### src/rtl/pc_stack_unit.sv
// Program counter with signed relative branch and a hardware return-address stack.
// Build option: define PC_STACK_WRAP_EN to make the return stack circular (overwrite oldest on full).
module pc_stack_unit #(
  parameter int          WIDTH        = 16,
  parameter int          DEPTH        = 8,
  parameter int unsigned RESET_VECTOR = 0
) (
  input  logic                       clk,
  input  logic                       reset,
  input  logic                       stall,
  input  logic                       load,
  input  logic [WIDTH-1:0]           in,
  input  logic                       inc,
  input  logic                       branch,
  input  logic [WIDTH-1:0]           offset,
  input  logic                       call,
  input  logic                       ret,
  input  logic                       err_clr,
  output logic [WIDTH-1:0]           out,
  output logic [$clog2(DEPTH):0]     depth,
  output logic                       stk_full,
  output logic                       stk_empty,
  output logic                       overflow,
  output logic                       underflow
);

  localparam int AW = $clog2(DEPTH);
  localparam int DW = AW + 1;

  logic [WIDTH-1:0] mem [DEPTH];
  // ptr is the next write slot; in circular mode it keeps advancing past the oldest entry
  logic [AW-1:0]    ptr, ptr_nxt, ptr_dec;
  logic [DW-1:0]    depth_q, depth_nxt;
  logic [WIDTH-1:0] pc_nxt;
  logic             push, ovf_set, unf_set;

  assign depth     = depth_q;
  assign stk_full  = (depth_q == DW'(DEPTH));
  assign stk_empty = (depth_q == '0);
  assign ptr_dec   = ptr - AW'(1);

  always_comb begin
    pc_nxt    = out;
    ptr_nxt   = ptr;
    depth_nxt = depth_q;
    push      = 1'b0;
    ovf_set   = 1'b0;
    unf_set   = 1'b0;
    if (!stall) begin
      if (ret) begin
        if (stk_empty) begin
          unf_set = 1'b1;
        end else begin
          pc_nxt    = mem[ptr_dec];
          ptr_nxt   = ptr_dec;
          depth_nxt = depth_q - DW'(1);
        end
      end else if (call) begin
        pc_nxt = in;
        if (!stk_full) begin
          push      = 1'b1;
          ptr_nxt   = ptr + AW'(1);
          depth_nxt = depth_q + DW'(1);
        end else begin
`ifdef PC_STACK_WRAP_EN
          push    = 1'b1;
          ptr_nxt = ptr + AW'(1);
`else
          ovf_set = 1'b1;
`endif
        end
      end else if (load) begin
        pc_nxt = in;
      end else if (branch) begin
        pc_nxt = out + offset;
      end else if (inc) begin
        pc_nxt = out + WIDTH'(1);
      end
    end
  end

  always_ff @(posedge clk or negedge reset) begin
    if (!reset) begin
      out       <= WIDTH'(RESET_VECTOR);
      ptr       <= '0;
      depth_q   <= '0;
      overflow  <= 1'b0;
      underflow <= 1'b0;
    end else begin
      out       <= pc_nxt;
      ptr       <= ptr_nxt;
      depth_q   <= depth_nxt;
      // a fault in the same cycle as err_clr wins
      overflow  <= ovf_set | (overflow & ~err_clr);
      underflow <= unf_set | (underflow & ~err_clr);
    end
  end

  // Stack contents are deliberately not reset
  always_ff @(posedge clk) begin
    if (push) mem[ptr] <= out + WIDTH'(1);
  end

endmodule
### config.mk
export PLATFORM = sky130hd
export DESIGN_NAME = pc_stack_unit
export DESIGN_NICKNAME = d
export VERILOG_FILES = /design/src/rtl/pc_stack_unit.sv
export SDC_FILE = /design/constraint.sdc
export NUM_CORES = 1
export LEC_CHECK = 0
export ABC_AREA = 1
export CAP_MARGIN = 25
export CORE_MARGIN = 8
export CORE_UTILIZATION = 61
export CTS_BUF_LIST = sky130_fd_sc_hd__clkbuf_2 sky130_fd_sc_hd__clkbuf_4 sky130_fd_sc_hd__clkbuf_8
export CTS_CLUSTER_SIZE = 40
export DETAILED_ROUTE_END_ITERATION = 10
export GPL_TIMING_DRIVEN = 1
export HOLD_SLACK_MARGIN = 0.03
export PLACE_DENSITY = 0.86
export SLEW_MARGIN = 20
export SYNTH_ARGS = -nofsm -noshare
export SYNTH_HDL_FRONTEND = slang
export SYNTH_SLANG_ARGS = --single-unit
### constraint.sdc
create_clock -name clk -period 2.7 [get_ports clk]
set_input_delay 0.675 -clock clk [delete_from_list [all_inputs] [get_ports clk]]
set_output_delay 0.675 -clock clk [all_outputs]
set_load 0.05 [all_outputs]
==> run summary, run 1 <==
total power: 11.1 mW
#FFs+latches synth: 153
Synth Area per Inst: 9.48 sq um
Worst VDD drop: 0.000857 V
launching point of the worst reg2reg path: ptr[1]
combinational share of power: 51.8%
Root Buffer: clkbuf_8
Final Hold Viols: 0
Clock power frac: 16.3%
commonest non-fill, non-tap cell in the layout: nand2_1
worst-margin pin slew: 0.770 ns
period utilisation layout: 92.9%
Top Ports: 65
H-tree depth: 4
core area: 12,700 sq um
DRT Wirelength: 20,300 um
CP max stage delay: 0.87 ns
Synth cell types: 38
worst hold slack: 0.548 ns
I/O Buffers: 64
Layout fillers: 879
CTS Buf Count: 17
ANT nets after route: 0
final slew viol count: 0
routed len/inst: 18.4 um
Final HPWL DP: 13,900 um
min cycle time layout: 2.51 ns
RSZ-0062 raised after global routing: false
crit-path max FO: 6
status: completed
FMAX: 0.399 GHz
num rows: 41
Remaining DRCs: 0
type of origin of the critical path: flop
Final Net Count: 981
Min-Delay Startpoint: overflow
Post-Synthesis Cells: 839
initial core utilization: 62.8%
Critical-path top delay cell: clkdlybuf4s50_1
initial drt markers: 661
CP Capture Type: primary output
P_leak: 3.81 nW
Congestion Overflow GR: 0
Clock Skew: 0.0109 ns
Die Width: 130 um
Switching Share: 45.5%
Synth-to-Final Area Change: 17.4%
Internal: 6.07 mW
antenna violations before repair: 0
post-route cell area: 9340 sq um
P per Cell Area: 1190 nW/um^2
clk sinks: 153
CTS Hold Buffers Added: 0
critical path class: reg2out
vias post-DR: 6,358
postcts setup bufs: 0
syn_nets: 902
Placed Instance Area: 8910 sq um
fraction of final layout cells with drive strength greater than 1: 9.45%
Hold Crit Class: reg2reg
area of the multi-input gates: 2990 sq um
storage element area: 4470 sq um
CTS tree: done
clock slew at reported path FFs: 0.08 ns
relative slew slack: 48.5%
routed vias/inst: 5.76
Die H: 130 um
latest clock arrival within the worst-skew pair: 0.45 ns
die area: 17,000 sq um
WP data arrival: 1.83 ns
sequential fraction of the synthesis area: 56.2%
max-capacitance violation count: 0
final setup fails: 0
Buf+Inv Stages, Crit Path: 1
first-pass GRT wire length: 31,300 um
CP Data Required Time: 2.03 ns
Post-Syn Area: 7960 sq um
vias in the first global route: 6,090
synth warn: 0
CP top delay family: buffers and inverters
origin of the worst setup path: out[6]
worst-case clock buffer depth: 2
critical path cell sequence: clkdlybuf4s50_1
Sw Pwr: 5.07 mW
routability cong.: 0.958
pin count of the biggest net entering global routing: 68
drt pass-1 iters: 5
number of antenna cells inserted: 0
GRT Util Overall: 24.6%
most frequent cells in the layout: nand2_1 (177), edfxtp_1 (128), nor2_1 (115), o21ai_0 (82), inv_1 (80)
sequential share of power: 31.8%
-- final timing paths --
path                            end  slack [ns]  cells after the start
max                          out[6]        0.19                      1
min                        overflow        0.55                      2
max reg2reg                 out[13]        0.52                      8
min reg2reg                overflow        0.55                      2
max in group asynchronous    ptr[0]        1.81                      2
min in group asynchronous   out[13]        0.61                      2
-- kinds of logic after synthesis --
kind of cell / after synthesis / share of synthesized area, %
and+or+nand+nor: 359 / 19.0
AOI/OAI and AO/OA: 169 / 12.7
DFF: 153 / 56.2
buffers and inverters: 118 / 6.34
adders and majority gates: 22 / 3.65
xor gates and xnor gates: 18 / 2.17
-- per-stage QoR --
step,TNS [ns],worst slack [ns],cells,utilization (%)
2_1_floorplan,0,0.114,839,-
3_3_place_gp,0,0.0440,1071,70.4
3_5_place_dp,-0.0367,-0.0367,1071,70.4
4_1_cts,0,0.178,1103,73.7
5_1_grt,0,0.118,1103,73.7
6_report,0,0.192,1103,73.7
-- Yosys cell counts --
cell type / n / area [sq um]
o21ai_0: 82 / 410
a21oi_2: 1 / 8.76
a21oi_4: 1 / 16.3
a22oi_1: 3 / 22.5
inv_4: 1 / 6.26
xnor2_2: 1 / 16.3
buf_2: 14 / 70.1
edfxtp_1: 128 / 3840
or2_2: 1 / 6.26
nand2_1: 177 / 664
nor2_2: 4 / 25.0
o211ai_1: 3 / 22.5
xor2_2: 1 / 16.3
nand3_1: 39 / 195
o21a_1: 2 / 15.0
a21boi_1: 9 / 67.6
nand2_4: 2 / 22.5
dfrtp_1: 25 / 626
nor3_1: 5 / 25.0
o21ai_1: 6 / 30.0
nand2_2: 3 / 18.8
nand4_1: 8 / 50.1
xor2_1: 13 / 114
ha_1: 20 / 250
o22ai_1: 34 / 213
nor2_1: 115 / 432
a31oi_4: 1 / 21.3
a21oi_1: 14 / 70.1
buf_4: 3 / 22.5
buf_6: 4 / 45.0
nor3_4: 3 / 48.8
inv_2: 4 / 15.0
clkbuf_1: 12 / 45.0
inv_1: 80 / 300
xnor2_1: 3 / 26.3
fa_1: 2 / 40.0
a22o_1: 13 / 114
nor2_4: 2 / 22.5
-- routing by layer --
metal | global-route usage, % | vias up | wire (um)
met1 | 29.5 | 2938 | 7950
met5 | 0 | - | 0
met2 | 42.3 | 345 | 10000
li1 | - | 3023 | -
met3 | 5.51 | 52 | 1690
met4 | 9.90 | 0 | 599
-- power groups by stage --
stage / logic, mW / registers [mW] / clock network (mW)
after floorplan: 3.44 / 4.03 / 0
after global placement: 5.48 / 3.58 / 0
after detailed placement: 5.64 / 3.58 / 0
after CTS: 5.71 / 3.54 / 1.83
after global routing: 6.26 / 3.58 / 1.94
final: 5.78 / 3.55 / 1.82
-- what timing repair did --
item	in CTS	in global routing
hold endpoints to repair	0	0
endpoints found under the setup margin	1	0
resized for setup	1	0
-- area by class of cell --
cell class	count	area share, %
Inverter	85	3.44
Multi-Input combinational cell	568	32.0
Clock buffer	21	3.03
Clock inverter	11	1.54
Timing Repair Buffer	93	9.82
Sequential cell	153	47.9
Tap cell	172	2.30
-- registers in the layout, indices dropped and copies added (netlist names) --
signal,cells
mem,128
out,16
depth,4
ptr,3
overflow,1
underflow,1
(Power assumes the default switching activity.)
==> inputs of run 2 (changes only) <==
GPL_ROUTABILITY_DRIVEN = 1   (was unset)
REMOVE_ABC_BUFFERS = 1   (was unset)
==> run 2 against run 1 <==
Net effect:
- critical path depth stayed put
- cell count hardly changed
- sequential cell count stayed put
- non-clock buffer count is 2 higher
- clock skew is 0.0019 ns lower
- critical endpoint unchanged
- highest routed layer unchanged
==> run summary, run 2 (synthesis results as in run 1) <==
Internal: 5.83 mW
Top Ports: 65
routed len/inst: 18.4 um
final setup fails: 0
core area: 12,700 sq um
type of origin of the critical path: flop
Synth-to-Final Area Change: 16.7%
max reg flops: 128
number of antenna cells inserted: 0
DRT Wirelength: 20,300 um
post-route cell area: 9280 sq um
post-layout util: 73.3%
initial drt markers: 805
CTS Buf Count: 17
critical path class: reg2out
Remaining DRCs: 0
WP data arrival: 1.85 ns
period utilisation layout: 93.5%
Layout fillers: 892
Final Net Count: 983
Critical-path top delay cell: clkdlybuf4s50_1
max-capacitance violation count: 0
Buf+Inv Stages, Crit Path: 1
vias in the first global route: 6,167
clk sinks: 153
CP Data Required Time: 2.03 ns
Clock power frac: 14.1%
combinational share of power: 53.1%
Worst VDD drop: 0.00109 V
Congestion Overflow GR: 0
P_leak: 3.78 nW
RSZ-0062 raised after global routing: false
CP Capture Type: primary output
crit-path max FO: 6
Placed Instance Area: 8940 sq um
clock slew at reported path FFs: 0.08 ns
worst-case clock buffer depth: 2
I/O Buffers: 64
vias post-DR: 6,401
P per Cell Area: 1170 nW/um^2
reg-to-reg setup timing slack: 0.56 ns
latest clock arrival within the worst-skew pair: 0.43 ns
critical path cell sequence: clkdlybuf4s50_1
Final Hold Viols: 0
ANT nets after route: 0
worst-margin pin slew: 0.700 ns
commonest non-fill, non-tap cell in the layout: nand2_1
Switching Share: 46.3%
num rows: 41
relative slew slack: 53.2%
sequential share of power: 32.8%
routability cong.: 0.991
initial core utilization: 62.8%
GRT Util Overall: 25.1%
CP max stage delay: 0.87 ns
min cycle time layout: 2.53 ns
Hold Crit Class: reg2reg
Die H: 130 um
die area: 17,000 sq um
Root Buffer: clkbuf_8
Die Width: 130 um
Sw Pwr: 5.02 mW
CP top delay family: buffers and inverters
Final HPWL DP: 14,100 um
most frequent cells in the layout: nand2_1 (177), edfxtp_1 (128), nor2_1 (115), o21ai_0 (82), inv_1 (80)
routed vias/inst: 5.80
antenna violations before repair: 0
final slew viol count: 0
drt pass-1 iters: 7
pin count of the biggest net entering global routing: 68
first-pass GRT wire length: 32,000 um
fraction of final layout cells with drive strength greater than 1: 9.23%
CTS tree: done
H-tree depth: 4
Clock Skew: 0.00903 ns
Most flops, register: mem
FMAX: 0.396 GHz
status: completed
CTS Hold Buffers Added: 0
==> run 2: cell types whose count changed in the layout (fill, tap and decap cells not counted), sizes merged <==
cell and change:
buf +2, inv -1, bufinv -2, clkbuf -3
clkinv +5
==> run 2: power by group through the flow <==
stage                     clock, mW  sequential (mW)  combinational [mW]
after floorplan                   0             4.11                3.19
after CTS                      1.54             3.54                5.69
final                          1.53             3.56                5.76
after global routing           1.63             3.59                6.30
after global placement            0             3.59                5.51
after detailed placement          0             3.59                5.65
==> run 2: layout make-up <==
type | count | area, sq um | share of cell area, %
clock buffer | 18 | 241 | 2.60
clock inverter | 13 | 105 | 1.13
inverter | 85 | 322 | 3.46
multi-input combinational | 568 | 2980 | 32.1
sequential | 153 | 4470 | 48.2
tap | 172 | 215 | 2.32
timing repair buffer | 95 | 945 | 10.2
==> run 2: path summary, 6_finish.rpt <==
kind	startpoint	endpoint	cells past startpoint
worst min-delay path	overflow	overflow	2
max in group asynchronous	reset	out[1]	2
min in group asynchronous	reset	out[9]	1
worst min register to register	overflow	overflow	2
worst max register to register	out[0]	out[4]	9
worst max-delay path	out[6]	out[6]	1
==> run 2: stage by stage <==
| step | setup TNS, ns | cells | setup WS [ns] | hold slack (ns) | power [mW] |
|---|---|---|---|---|---|
| 2_1_floorplan | -39.08 | 806 | -1.01 | 0.379 | 7.30 |
| 3_3_place_gp | 0 | 1073 | 0.0129 | 0.517 | 9.10 |
| 3_5_place_dp | -0.0767 | 1073 | -0.0385 | 0.520 | 9.25 |
| 4_1_cts | 0 | 1104 | 0.160 | 0.533 | 10.8 |
| 5_1_grt | 0 | 1104 | 0.134 | 0.572 | 11.5 |
| 6_report | 0 | 1104 | 0.174 | 0.532 | 10.8 |
==> run 2: what timing repair did <==
action                                  in CTS  in global routing
hold endpoints to repair                     0                  0
resized for setup                            1                  0
endpoints found under the setup margin       1                  0
buffers inserted                             0                  0
==> run 2: routing by layer <==
metal	wire length, um	track usage, %	up-vias
met4	308	9.15	0
met1	8070	32.4	3011
li1	-	-	3026
met3	2020	5.63	30
met5	0	0	-
met2	9870	40.8	334
==> inputs of run 3 (changes only) <==
CORE_MARGIN = unset   (was 8)
CORE_UTILIZATION = 48   (was 61)
PLACE_DENSITY = 0.71   (was 0.86)
SLEW_MARGIN = 25   (was 20)
==> run 3 against run 2 <==
Net effect:
- clock skew increased by 0.0027 ns
- sequential power is essentially flat
- worst hold slack gained 0.028 ns
- register-to-register slack improved by 0.02 ns
- cell count is 3.6% higher
- die area increased by 0.83%
- fmax fell by 0.89%
- core utilization fell by 15 points
- sequential cell count unchanged
- global-route usage grew 0.60 points
- wire length is 1.4% higher
- critical path type unchanged
- critical endpoint unchanged
- largest cell class unchanged
==> run summary, run 3 (synthesis results as in run 1) <==
vias in the first global route: 5,807
CTS Hold Buffers Added: 0
max-capacitance violation count: 0
placed cells: 1,113
clk sinks: 153
Worst VDD drop: 0.00124 V
CTS tree: done
final slew viol count: 0
first-pass GRT wire length: 32,000 um
Die Width: 131 um
Top Ports: 65
Setup WS pre-CTS: -0.0174 ns
Remaining DRCs: 0
number of antenna cells inserted: 0
Buf+Inv Stages, Crit Path: 1
status: completed
Non-Filler Instances: 1,144
routed vias/inst: 5.49
initial core utilization: 49.6%
drt pass-1 iters: 5
Congestion Overflow GR: 0
Clock Skew: 0.0117 ns
H-tree depth: 4
Root Buffer: clkbuf_8
Hold Crit Class: reg2reg
critical path cell sequence: clkdlybuf4s50_1
Die H: 131 um
relative slew slack: 54.0%
P per Cell Area: 1180 nW/um^2
initial drt markers: 633
Synth-to-Final Area Change: 18.2%
CP Data Required Time: 2.03 ns
die area: 17,100 sq um
WP data arrival: 1.87 ns
Final HPWL DP: 13,400 um
Final Hold Viols: 0
final worst slack: 0.152 ns
core area: 16,100 sq um
min cycle time layout: 2.55 ns
CTS Buf Count: 17
I/O Buffers: 64
vias post-DR: 6,278
RSZ-0062 raised after global routing: false
clock slew at reported path FFs: 0.09 ns
routability cong.: 0.915
max reg flops: 128
type of origin of the critical path: flop
Critical-path top delay cell: clkdlybuf4s50_1
latest clock arrival within the worst-skew pair: 0.44 ns
GRT Util Overall: 25.7%
Layout fillers: 1,354
fraction of final layout cells with drive strength greater than 1: 8.94%
pin count of the biggest net entering global routing: 68
CP top delay family: buffers and inverters
FMAX: 0.392 GHz
antenna violations before repair: 0
Most flops, register: mem
worst-margin pin slew: 0.690 ns
DRT Wirelength: 20,500 um
P_leak: 3.80 nW
period utilisation layout: 94.4%
routed len/inst: 18.0 um
critical path class: reg2out
CP max stage delay: 0.87 ns
commonest non-fill, non-tap cell in the layout: nand2_1
worst-case clock buffer depth: 2
CP Capture Type: primary output
Final Net Count: 979
crit-path max FO: 6
num rows: 46
most frequent cells in the layout: nand2_1 (177), edfxtp_1 (128), nor2_1 (115), o21ai_0 (82), inv_1 (80)
ANT nets after route: 0
final setup fails: 0
==> run 3: where the power goes <==
group / total (mW) / internal [mW] / switching [mW]
clock network: 1.77 / 0.926 / 0.841
logic: 5.72 / 1.91 / 3.81
registers: 3.57 / 3.20 / 0.374
==> run 3: per-layer routing <==
metal  GRT usage, %  share of wire, %
met1           35.7                43
met2           40.5                47
met3           5.82               8.0
met4           7.44               1.8
met5              0                 0
==> run 3: path summary, 6_finish.rpt <==
path | from | endpoint | slack [ns] | cells after the start
hold reg to reg | overflow | overflow | 0.56 | 2
setup / recovery | out[6] | out[6] | 0.15 | 1
max in group asynchronous | reset | ptr[0] | 1.78 | 2
setup reg to reg | out[0] | out[4] | 0.58 | 9
min in group asynchronous | reset | ptr[2] | 0.61 | 2
hold / removal | overflow | overflow | 0.56 | 2
==> run 3: what timing repair did <==
action | CTS | global route
resized for setup | 1 | 0
setup endpoints to repair | 1 | 0
buffers inserted | 0 | 0
==> run 3: layout make-up <==
cell class	count	area (sq um)	area share, %
Clock buffer	19	249	2.65
Clock inverter	12	149	1.58
Inverter	85	322	3.42
Multi-Input combinational cell	568	2980	31.7
Sequential cell	153	4470	47.5
Tap cell	216	270	2.87
Timing Repair Buffer	91	965	10.3
==> run 3: metrics by stage <==
step	util [%]	hold slack (ns)	TNS (ns)	power, mW	instance area, sq um
floorplan	-	0.379	-39.08	7.30	7770
global placement	56.1	0.527	0	9.20	9010
detailed placement	56.1	0.542	-0.0319	9.29	9010
CTS	58.6	0.555	0	11.0	9410
global route	58.6	0.566	0	11.8	9410
finish	58.6	0.560	0	11.1	9410
